===== config.mk =====
export PLATFORM = sky130hd
export DESIGN_NAME = yapp_input_arbiter
export DESIGN_NICKNAME = d
export VERILOG_FILES = /design/src/rtl/yapp_input_arbiter.sv
export SDC_FILE = /design/constraint.sdc
export NUM_CORES = 1
export LEC_CHECK = 0
export ABC_CLOCK_PERIOD_IN_PS = 2000
export CORE_MARGIN = 2
export CORE_UTILIZATION = 43
export DETAILED_ROUTE_END_ITERATION = 7
export GPL_TIMING_DRIVEN = 1
export MAX_ROUTING_LAYER = met4
export PLACE_DENSITY = 0.77
export SYNTH_ARGS = -nofsm -noshare
export SYNTH_HDL_FRONTEND = slang
export SYNTH_SLANG_ARGS = --single-unit

===== constraint.sdc =====
create_clock -name clock -period 2 [get_ports clock]
set_input_delay 0.3 -clock clock [delete_from_list [all_inputs] [get_ports clock]]
set_output_delay 0.3 -clock clock [all_outputs]
set_load 0.02 [all_outputs]

===== src/rtl/yapp_input_arbiter.sv =====
// Packet-level round-robin arbiter that shares one YAPP router input among NUM_SRC sources.
// Whole packets are granted at a time; a minimum idle gap separates consecutive packets.
module yapp_input_arbiter #(
    parameter int NUM_SRC    = 3,
    parameter int GAP_CYCLES = 1
) (
    input  logic                 clock,
    input  logic                 reset,
    input  logic [NUM_SRC*8-1:0] src_data,
    input  logic [NUM_SRC-1:0]   src_vld,
    output logic [NUM_SRC-1:0]   src_rdy,
    input  logic [NUM_SRC-1:0]   src_en,
    output logic [7:0]           in_data,
    output logic                 in_data_vld,
    input  logic                 in_suspend,
    output logic [NUM_SRC-1:0]   grant,
    output logic                 busy,
    output logic [NUM_SRC*8-1:0] pkt_cnt,
    output logic                 stall_err
);

    localparam int IDX_W = $clog2(NUM_SRC);

    typedef enum logic [1:0] {
        IDLE = 2'd0,
        XFER = 2'd1,
        GAP  = 2'd2
    } state_t;

    state_t             state_reg, state_next;
    logic [NUM_SRC-1:0] grant_reg, grant_next;
    logic [IDX_W-1:0]   last_grant_reg, last_grant_next;
    logic               first_reg, first_next;
    logic [6:0]         remaining_reg, remaining_next;
    logic [3:0]         gapcnt_reg, gapcnt_next;
    logic               vld_prev_reg;

    logic               in_xfer;
    logic               cur_vld;
    logic [7:0]         cur_data;
    logic [IDX_W-1:0]   grant_idx;
    logic               xfer;
    logic               pkt_done;
    logic [NUM_SRC-1:0] req;
    logic [NUM_SRC-1:0] pick_onehot;
    logic               pick_vld;

    assign in_xfer = (state_reg == XFER);
    assign cur_vld = |(src_vld & grant_reg);
    assign xfer    = in_xfer & cur_vld & ~in_suspend;
    assign req     = src_vld & src_en;

    // Grant is one-hot, so an AND-OR mux selects the owner's byte.
    always_comb begin
        cur_data  = 8'h00;
        grant_idx = '0;
        for (int i = 0; i < NUM_SRC; i++) begin
            if (grant_reg[i]) begin
                cur_data  = cur_data | src_data[i*8 +: 8];
                grant_idx = IDX_W'(i);
            end
        end
    end

    // Rotating priority: lowest requester above last_grant wins, else lowest at/below it.
    always_comb begin
        pick_onehot = '0;
        pick_vld    = 1'b0;
        for (int i = NUM_SRC - 1; i >= 0; i--) begin
            if (req[i] && (i <= int'(last_grant_reg))) begin
                pick_onehot    = '0;
                pick_onehot[i] = 1'b1;
                pick_vld       = 1'b1;
            end
        end
        for (int i = NUM_SRC - 1; i >= 0; i--) begin
            if (req[i] && (i > int'(last_grant_reg))) begin
                pick_onehot    = '0;
                pick_onehot[i] = 1'b1;
                pick_vld       = 1'b1;
            end
        end
    end

    assign pkt_done = xfer & ~first_reg & (remaining_reg == 7'd1);

    always_comb begin
        state_next      = state_reg;
        grant_next      = grant_reg;
        last_grant_next = last_grant_reg;
        first_next      = first_reg;
        remaining_next  = remaining_reg;
        gapcnt_next     = gapcnt_reg;
        case (state_reg)
            IDLE: begin
                if (pick_vld) begin
                    grant_next = pick_onehot;
                    first_next = 1'b1;
                    state_next = XFER;
                end
            end
            XFER: begin
                if (xfer) begin
                    if (first_reg) begin
                        remaining_next = {1'b0, cur_data[7:2]} + 7'd1;
                        first_next     = 1'b0;
                    end else if (remaining_reg == 7'd1) begin
                        remaining_next  = 7'd0;
                        last_grant_next = grant_idx;
                        gapcnt_next     = 4'(GAP_CYCLES);
                        state_next      = GAP;
                    end else begin
                        remaining_next = remaining_reg - 7'd1;
                    end
                end
            end
            GAP: begin
                if (gapcnt_reg <= 4'd1) begin
                    gapcnt_next = 4'd0;
                    grant_next  = '0;
                    state_next  = IDLE;
                end else begin
                    gapcnt_next = gapcnt_reg - 4'd1;
                end
            end
            default: begin
                state_next = IDLE;
                grant_next = '0;
            end
        endcase
    end

    always_ff @(posedge clock or posedge reset) begin
        if (reset) begin
            state_reg      <= IDLE;
            grant_reg      <= '0;
            last_grant_reg <= IDX_W'(NUM_SRC - 1);
            first_reg      <= 1'b0;
            remaining_reg  <= 7'd0;
            gapcnt_reg     <= 4'd0;
            vld_prev_reg   <= 1'b0;
        end else begin
            state_reg      <= state_next;
            grant_reg      <= grant_next;
            last_grant_reg <= last_grant_next;
            first_reg      <= first_next;
            remaining_reg  <= remaining_next;
            gapcnt_reg     <= gapcnt_next;
            vld_prev_reg   <= cur_vld;
        end
    end

    generate
        for (genvar gi = 0; gi < NUM_SRC; gi++) begin : g_src
            logic [7:0] cnt_reg;

            always_ff @(posedge clock or posedge reset) begin
                if (reset) begin
                    cnt_reg <= 8'd0;
                end else if (pkt_done && grant_reg[gi]) begin
                    cnt_reg <= cnt_reg + 8'd1;
                end
            end

            assign pkt_cnt[gi*8 +: 8] = cnt_reg;
            assign src_rdy[gi]        = grant_reg[gi] & in_xfer & ~in_suspend;
        end
    endgenerate

    assign in_data     = cur_data;
    assign in_data_vld = in_xfer & cur_vld;
    assign grant       = grant_reg;
    assign busy        = (state_reg != IDLE);
    // Header cycle never counts: a stall is only a 1->0 drop after the header went out.
    assign stall_err   = in_xfer & ~first_reg & ~cur_vld & vld_prev_reg;

endmodule


After elaboration in Yosys (flattened, before gate mapping). Index checks and enable logic that the tools add are counted.

Equal/unequal tests: 8. Add/sub/neg operators: 6. $lt $le $gt $ge: 5. Bitwise gates (word level): 21. Mux-type cells: 34. Reductions and logical operators: 18.

Operators by type and width (count): adder 8 x 1 -> 8 bit, second input constant (3); two-way mux 8 bit (3); two-way mux 3 bit (7); two-way mux 4 bit (4); bitwise OR 8 bit (2); two-way mux 7 bit (2); bitwise AND 1 bit (13); two-way mux 2 bit (6); case mux 3 bit (3 select lines) (1); two-way mux 1 bit (8); case mux 4 bit (2 select lines) (1); AND reduction 4 bit (2); adder 6 x 1 -> 7 bit, second input constant (1); equality test 7 x 1 -> 1 bit, second input constant (1); logical AND 1 bit (7); subtractor 7 x 1 -> 7 bit, second input constant (1); bitwise AND 3 bit (2); != test 2 bit, second input constant (3); case mux 2 bit (3 select lines) (1); AND reduction 3 bit (2); nonzero test 2 bit (3); AND reduction 5 bit (1); <= comparator 4 x 1 -> 1 bit, second input constant (1); != test 2 x 1 -> 1 bit, second input constant (2); 12 further kinds (15).

Logic and storage cells: 102. Input port bits: 33. Register bits: 44. Output and inout bits: 41.

Depth between registers and ports, before layout. Gate-level depths: netlist (run 1).

Word-level depth: 9. Gate-level depth with buffers: 7. Mapped depth without buffers: 6.

Least setup slack after synthesis (run 1). Ideal clock, no wire load.

Path kind: register to output. Start point: reg grant_reg[1] (netlist: grant[1]). End point: out stall_err. Stages on the path, launching flop included: 5. Arrival time: 2131 ps. Data required time: 1700 ps. Slack: -431 ps. Path buffers: 1. Cell sequence: dfrtp_1 > buf_2 > a222oi_1 > inv_1 > nor4_1.

Longest elaborated chain between the ends: 5.

RTL lines: from (decl) (RTL line 31) `logic [NUM_SRC-1:0] grant_reg, grant_next;`; from (signal assigned) (RTL line 144) `grant_reg <= grant_next;`; bitwise AND 3 bit (RTL line 49) `assign cur_vld = |(src_vld & grant_reg);`; OR reduction 3 bit (RTL line 49); via cur_vld (RTL line 39) `logic cur_vld;`; NOT 1 bit (RTL line 175) `assign stall_err = in_xfer & ~first_reg & ~cur_vld & vld_prev_reg;`; bitwise AND 1 bit (2 in series) (RTL line 175); to (decl) (RTL line 19) `output logic stall_err`.

The timed path passes the listed nets, and every way through them passes these cells.

Worst setup path in the final report (run 1).
Start point: reg first_reg. End point: reg g_src[1].cnt_reg[7].

Longest elaborated chain between the ends: 4.

RTL lines: from (decl) (RTL line 33) `logic first_reg, first_next;`; from (signal assigned) (RTL line 146) `first_reg <= first_next;`; NOT 1 bit (no line); bitwise AND 1 bit (2 in series) (RTL line 85) `assign pkt_done = xfer & ~first_reg & (remaining_reg == 7'd1);`; logical AND 1 bit (RTL line 160) `end else if (pkt_done && grant_reg[gi]) begin`; to (signal assigned) (RTL line 161) `cnt_reg <= cnt_reg + 8'd1;`; to (decl) (RTL line 155) `logic [7:0] cnt_reg;`.

No other way between the ends. A chain may end at the register's enable or synchronous reset.

==> impl_summary.txt, run 1 <==
----------------------------------------------------
[Worst setup path]
  Startpoint of the worst register-to-register path ... first_reg
  Critical Path Source Type ... register
  Worst EP arrival ... 2.33 ns
  First element of the critical path ... first_reg
  End of the worst register-to-register path ... g_src[1].cnt_reg[7]
  Worst reg2reg setup slack ... -0.1 ns
  Critical Path Sink Type ... register
  Capturing instance or port of the critical path ... g_src[1].cnt_reg[7]
  Maximum fanout along the worst path ... 5
  Startpoint-to-endpoint class of the critical path ... register to register
  Worst-case reg-to-reg path depth ... 5
  Worst endpoint required time ... 2.24 ns

[CTS]
  Clock edge transition at the registers on the reported setup and hold paths ... 0.09 ns
  Number of CTS-inserted buffers ... 5
  CTS root buf ... sky130_fd_sc_hd__clkbuf_8
  Clock tree from TritonCTS ... done
  Clock insertion delay at the later pin of the skew report ... 0.31 ns
  Quantity of hold-fixing buffers added after cts ... 0
  Number of clock sinks ... 44
  H-tree depth ... 2
  Maximum count of clock buffers along a single path ... 2

[Drt]
  Average wire per standard cell ... 17.1 microns
  Post-Route WL ... 8020 microns
  Via density ... 5.52
  Routed Antenna Nets ... 0
  DR iter-0 viols ... 179
  Initial DRT Pass Iterations ... 4
  DRC errors left ... 0
  Overall via count from detail_route ... 2,585

[STA]
  Max Clock Freq ... 476 MHz
  Number of max-slew violations in the final report ... 0
  Number of hold violations in the final report ... 0
  Fin crit share ... 105%
  Total of endpoints with negative setup slack in the final report ... 17
  Tightest Pin Transition ... 0.673 ns
  Unrepaired setup endpoints after global routing ... true
  Final worst path period need ... 2.10 ns
  Max_slew headroom ... 54.8%
  Setup skew after layout ... 0.00502 ns
  Setup slack of the critical path after layout ... -0.0992 ns

[Global route]
  GRT Util Overall ... 24.3%
  Largest net degree at the start of global routing ... 20
  Sum of overflow across all layers after global routing ... 0
  Number of global-route vias before repair ... 2,490
  Wire length of the first global-routing pass ... 11,600 microns
  Initial antenna violation count ... 0

[Cells and area]
  Layout cells sized above 1 ... 30.8%
  Final instance area ... 4140 sq um
  Flip-flop count of the largest register after layout ... 24
  Inserted Diodes ... 0
  Net total in the final layout ... 436
  Number of filler instances in the final layout ... 385
  Area overhead of the layout relative to synthesis ... 65.2%
  Commonest cells after routing, fill and taps aside ... 56 x sky130_fd_sc_hd__clkdlybuf4s50_1, 56 x sky130_fd_sc_hd__buf_4, 41 x sky130_fd_sc_hd__dfrtp_1, 21 x sky130_fd_sc_hd__inv_1

[Placed design]
  Post-detailed-placement half-perimeter wirelength ... 5250 microns
  Input/output buffers ... 73
  Global placer's final weighted congestion ... 0.856
  Placed Instance Area ... 3670 sq um
  Setup WS pre-CTS ... -0.548 ns

[Power]
  IR drop worst, VDD ... 0.000609 V
  Cell Pwr Density ... 1030 nW/um^2
  Lkg Pwr ... 2.03 nW

[Logic synthesis]
  Count of yosys warnings during synthesis ... 0
  Number of cells produced by synthesis ... 255
  Most used flip-flop cell after synthesis ... sky130_fd_sc_hd__dfrtp_1
  Net Count, Synth ... 296
  Share of flip-flops with an asynchronous set or reset after synthesis ... 100%
  Mean post-synth cell area ... 9.83 sq um
  Distinct cells, synth ... 52
  Number of synthesized flops with an enable pin ... 0
  Share of the yosys chip area belonging to registers ... 44.0%
  #FFs+latches synth ... 44
  Netlist area before placement ... 2510 sq um

[Worst hold path]
  Worst min-delay path class ... primary input to async pin

[Floorplan]
  I/O pin count ... 74
  Count of standard-cell rows ... 27
  Initial Util ... 45.0%
  Die extent in x ... 80.3 microns
  Die Footprint ... 6460 sq um
  Core outline area ... 5570 sq um
  Die H ... 80.3 microns

[Run]
  Maximum Capacitance Violations ... 0

[Run status]
  Outcome ... finished with violations
  Violated checks ... negative setup slack

----------------------------------------------------
-- worst min path at each step --
stage / to / from / cells after the start
finish: g_src[1].cnt_reg[2] / reset / 2
global route: g_src[1].cnt_reg[2] / reset / 2
floorplan: last_grant_reg[0] / last_grant_reg[0] / 1
CTS: g_src[1].cnt_reg[0] / reset / 2
detailed placement: g_src[2].cnt_reg[7] / g_src[2].cnt_reg[7] / 1
global placement: g_src[2].cnt_reg[7] / g_src[2].cnt_reg[7] / 1
-- final cells by class --
type	count	area, sq um	area share (%)
sequential	44	1100	26.7
timing repair buffer	142	1290	31.2
tap	72	90.1	2.18
inverter	23	86.3	2.09
clock buffer	6	82.6	2.00
clock inverter	2	38.8	0.937
multi-input combinational	179	1450	34.9
-- worst max-delay path: stages (launching register included) --
cell and delay, ns:
sky130_fd_sc_hd__dfrtp_1 0.38, sky130_fd_sc_hd__or4b_4 0.57, sky130_fd_sc_hd__or4_4 0.57, sky130_fd_sc_hd__buf_4 0.18, sky130_fd_sc_hd__nor4_4 0.14, sky130_fd_sc_hd__xor2_1 0.17
-- metal layers --
| metal | share of wire [%] | vias to the layer above | track usage [%] |
|---|---|---|---|
| met1 | 41 | 1283 | 28.7 |
| met3 | 4.2 | 13 | 4.61 |
| met4 | 1.3 | 0 | 7.80 |
| met5 | 0 | - | - |
| met2 | 53 | 76 | 41.8 |
| li1 | - | 1213 | - |
-- timing repair --
item                       CTS  global route
gates resized for setup     58            39
pin swaps                   12            19
setup endpoints to repair   29            37
setup buffers               14            10
gates cloned                 1             0
-- report_power, final --
| group | leakage [nW] | total [W] | internal (W) | switching, W |
|---|---|---|---|---|
| clock network | 0.0614 | 0.000744 | 0.000409 | 0.000335 |
| registers | 0.580 | 0.00119 | 0.00105 | 0.000138 |
| logic | 1.39 | 0.00233 | 0.00114 | 0.00119 |
-- cell usage after synthesis (all sizes together) (2+ instances only) --
master | count | area share (%)
a221oi | 3 | 1.0
a32oi | 2 | 0.70
and2 | 3 | 0.75
dfrtp | 43 | 43
nor2b | 2 | 0.50
nor2 | 15 | 2.2
clkbuf | 5 | 0.75
a22o | 2 | 0.70
nand4 | 5 | 1.2
xnor2 | 15 | 5.2
o22ai | 4 | 1.0
o221ai | 2 | 0.70
ha | 8 | 4.0
a32o | 2 | 0.80
and3 | 7 | 1.7
a222oi | 9 | 3.6
nor3 | 11 | 2.8
nand2b | 4 | 1.0
mux2 | 3 | 1.3
buf | 5 | 1.3
xor2 | 9 | 3.1
nor4b | 3 | 1.3
a31oi | 3 | 0.75
nand3 | 11 | 2.2
nor4 | 3 | 1.6
nand2 | 17 | 2.5
inv | 23 | 3.4
o21ai | 9 | 1.8
nor3b | 4 | 1.2
a21oi | 7 | 1.4
-- metrics by stage --
stage | total power (W) | cells | hold slack [ns] | util [%] | TNS [ns]
finish | 0.00426 | 468 | 0.310 | 74.3 | -0.719
floorplan | 0.00226 | 255 | 0.468 | - | -0.386
detailed placement | 0.00315 | 435 | 0.458 | 65.9 | -12.20
global placement | 0.00310 | 435 | 0.466 | 65.9 | -11.47
global route | 0.00447 | 468 | 0.358 | 74.3 | -2.79
CTS | 0.00399 | 458 | 0.335 | 71.3 | -0.245
-- logic make-up after synthesis --
group                    synth area share (%)
multiplexers                             1.75
AND/OR/NAND/NOR                          21.3
adder cells (fa/ha/maj)                  3.99
flip-flops                               44.0
XOR/XNOR                                 8.39
buffers and inverters                    5.54
AO/OA/AOI/OAI                            15.1
No activity file was read; power rests on OpenSTA's default activity.
==> inputs of run 2 (changes only) <==
==> constraint.sdc (replaced) <==
create_clock -name clock -period 2 [get_ports clock]
set_input_delay 0.3 -clock clock [delete_from_list [all_inputs] [get_ports clock]]
set_output_delay 0.3 -clock clock [all_outputs]
set_load 0.1 [all_outputs]
==> run 2 against run 1 <==
Compared with the run above: the flow still finishes with violations (negative setup slack); utilization is 2.2 points higher; combinational power grew 59%; fmax down 2.3%; die area unchanged; largest power group unchanged; critical path type is now primary input to register.
==> impl_summary.txt, run 2 (same netlist as run 1, synthesis figures left out) <==
----------------------------------------------------
[Drt]
  Post-Route WL ... 7860 microns
  Routed Antenna Nets ... 0
  DR iter-0 viols ... 224
  Initial DRT Pass Iterations ... 5
  Via density ... 5.73
  Average wire per standard cell ... 17.5 microns
  Overall via count from detail_route ... 2,580
  DRC errors left ... 0

[Power]
  Switching power share of the total ... 48.0%
  Net Switching ... 0.00263 W
  Power share of the combinational group ... 67.7%
  Lkg Pwr ... 2.04 nW
  Internal power component ... 0.00285 W
  Share of power burned in the clock network ... 10.6%
  Part of the total power dissipated in sequential elements ... 21.7%
  Cell Pwr Density ... 1290 nW/um^2
  IR drop worst, VDD ... 0.00125 V

[STA]
  Total of endpoints with negative setup slack in the final report ... 13
  Unrepaired setup endpoints after global routing ... true
  Fin crit share ... 107%
  Number of hold violations in the final report ... 0
  Final worst path period need ... 2.15 ns
  Max_slew headroom ... 66.9%
  Setup slack of the critical path after layout ... -0.148 ns
  Setup skew after layout ... 0.00268 ns
  Max Clock Freq ... 465 MHz
  Total Neg Setup Slack ... -1.10 ns
  Tightest Pin Transition ... 0.496 ns
  Number of max-slew violations in the final report ... 0

[Run status]
  Violated checks ... negative setup slack
  Outcome ... finished with violations

[Worst setup path]
  Critical path cell sequence ... clkdlybuf4s50_1, a222oi_1, buf_4, buf_4, buf_6, or4_4, nor3_4, xor2_1
  Worst path top cell family by delay ... buffers and inverters
  Startpoint of the worst register-to-register path ... remaining_reg[1]
  Worst-case reg-to-reg path depth ... 6
  Library cell contributing the largest single delay on the critical path ... sky130_fd_sc_hd__or4_4
  Most prevalent standard cell on the critical path ... sky130_fd_sc_hd__buf_4
  Worst reg2reg setup slack ... -0.10 ns
  Worst EP arrival ... 2.37 ns
  End of the worst register-to-register path ... g_src[2].cnt_reg[5]
  Critical Path Source Type ... primary input
  Maximum fanout along the worst path ... 7
  Startpoint-to-endpoint class of the critical path ... primary input to register
  Buffers and inverters on the worst path ... 4
  Worst endpoint required time ... 2.22 ns
  Max incr delay on CP ... 0.68 ns
  Critical Path Sink Type ... register

[Cells and area]
  Non-Filler Instances ... 450
  Commonest cells after routing, fill and taps aside ... 64 x sky130_fd_sc_hd__buf_4, 41 x sky130_fd_sc_hd__dfrtp_1, 32 x sky130_fd_sc_hd__clkdlybuf4s50_1, 21 x sky130_fd_sc_hd__buf_12
  Area occupied by multi-input gates ... 1560 sq um
  Area overhead of the layout relative to synthesis ... 69.9%
  Net total in the final layout ... 418
  Flip-flop count of the largest register after layout ... 24
  Inserted Diodes ... 0
  Most frequent standard cell in the layout excluding fill and tap cells ... sky130_fd_sc_hd__buf_4
  Area taken by flip-flops and latches ... 1110 sq um
  Final instance area ... 4260 sq um
  Final core utilization ... 76.4%
  Layout cells sized above 1 ... 40.7%
  Number of filler instances in the final layout ... 352

[Placed design]
  Placed Instance Area ... 3810 sq um
  Post-detailed-placement half-perimeter wirelength ... 5300 microns
  Setup WS pre-CTS ... -0.322 ns
  Input/output buffers ... 73
  Cells after DPL ... 425
  Global placer's final weighted congestion ... 0.812

[Floorplan]
  I/O pin count ... 74
  Die extent in x ... 80.3 microns
  Core outline area ... 5570 sq um
  Die H ... 80.3 microns
  Die Footprint ... 6460 sq um
  Initial Util ... 45.0%
  Count of standard-cell rows ... 27

[CTS]
  Maximum count of clock buffers along a single path ... 2
  Quantity of hold-fixing buffers added after cts ... 0
  Number of clock sinks ... 44
  Clock insertion delay at the later pin of the skew report ... 0.30 ns
  Number of CTS-inserted buffers ... 5
  CTS root buf ... sky130_fd_sc_hd__clkbuf_8
  Clock tree from TritonCTS ... done
  H-tree depth ... 2
  Clock edge transition at the registers on the reported setup and hold paths ... 0.08 ns

[Worst hold path]
  Worst min-delay path class ... primary input to async pin

[Global route]
  Sum of overflow across all layers after global routing ... 0
  GRT Util Overall ... 24.7%
  Largest net degree at the start of global routing ... 45
  Number of global-route vias before repair ... 2,476
  Initial antenna violation count ... 0
  Wire length of the first global-routing pass ... 11,900 microns

[Run]
  Maximum Capacitance Violations ... 0

----------------------------------------------------
==> run 2: power by group through the flow <==
stage | Sequential [W] | Combinational (W) | Clock (W)
3_5_place_dp | 0.00118 | 0.00332 | 0
2_1_floorplan | 0.00140 | 0.00184 | 0
4_1_cts | 0.00117 | 0.00341 | 0.000581
6_report | 0.00119 | 0.00371 | 0.000582
3_3_place_gp | 0.00118 | 0.00327 | 0
5_1_grt | 0.00121 | 0.00389 | 0.000637
==> run 2: timing repair <==
item                                    CTS  global route
gates resized for setup                   6            43
hold endpoints to repair                  0             0
pin swaps                                 6            17
buffers inserted                          5            11
gates cloned                              1             0
endpoints found under the setup margin   35            29
==> run 2: tightest hold or removal path: stages <==
cell and delay (ns):
sky130_fd_sc_hd__clkdlybuf4s50_1 0.39, sky130_fd_sc_hd__inv_1 0.09, sky130_fd_sc_hd__buf_12 0.25
==> run 2: layout make-up <==
type,instances,share of cell area (%)
Clock buffer,8,2.12
Inverter,23,2.32
Multi-Input combinational cell,179,36.7
Sequential cell,44,26.1
Tap cell,72,2.12
Timing Repair Buffer,124,30.7
==> run 2: worst max-delay path by stage <==
stage | startpoint | endpoint | slack (ns) | cells after the start
3_3_place_gp | src_vld[1] | stall_err | -0.32 | 5
2_1_floorplan | grant[1] | stall_err | -1.10 | 4
3_5_place_dp | in_suspend | g_src[2].cnt_reg[5] | -0.32 | 5
4_1_cts | grant[0] | stall_err | -0.11 | 5
5_1_grt | grant[1] | stall_err | -0.22 | 5
6_report | src_vld[0] | g_src[2].cnt_reg[5] | -0.15 | 8
==> run 2: per-stage QoR <==
step / power [W] / hold WS [ns]
global placement: 0.00444 / 0.457
CTS: 0.00516 / 0.369
detailed placement: 0.00451 / 0.462
finish: 0.00548 / 0.363
floorplan: 0.00323 / 0.468
global route: 0.00574 / 0.362
==> run 2: layer usage <==
layer / vias up / track usage, % / part of all wire [%]
li1: 1186 / - / -
met1: 1282 / 31.3 / 42
met2: 104 / 39.8 / 51
met3: 8 / 4.49 / 5.1
met4: 0 / 8.64 / 1.2
met5: - / - / 0
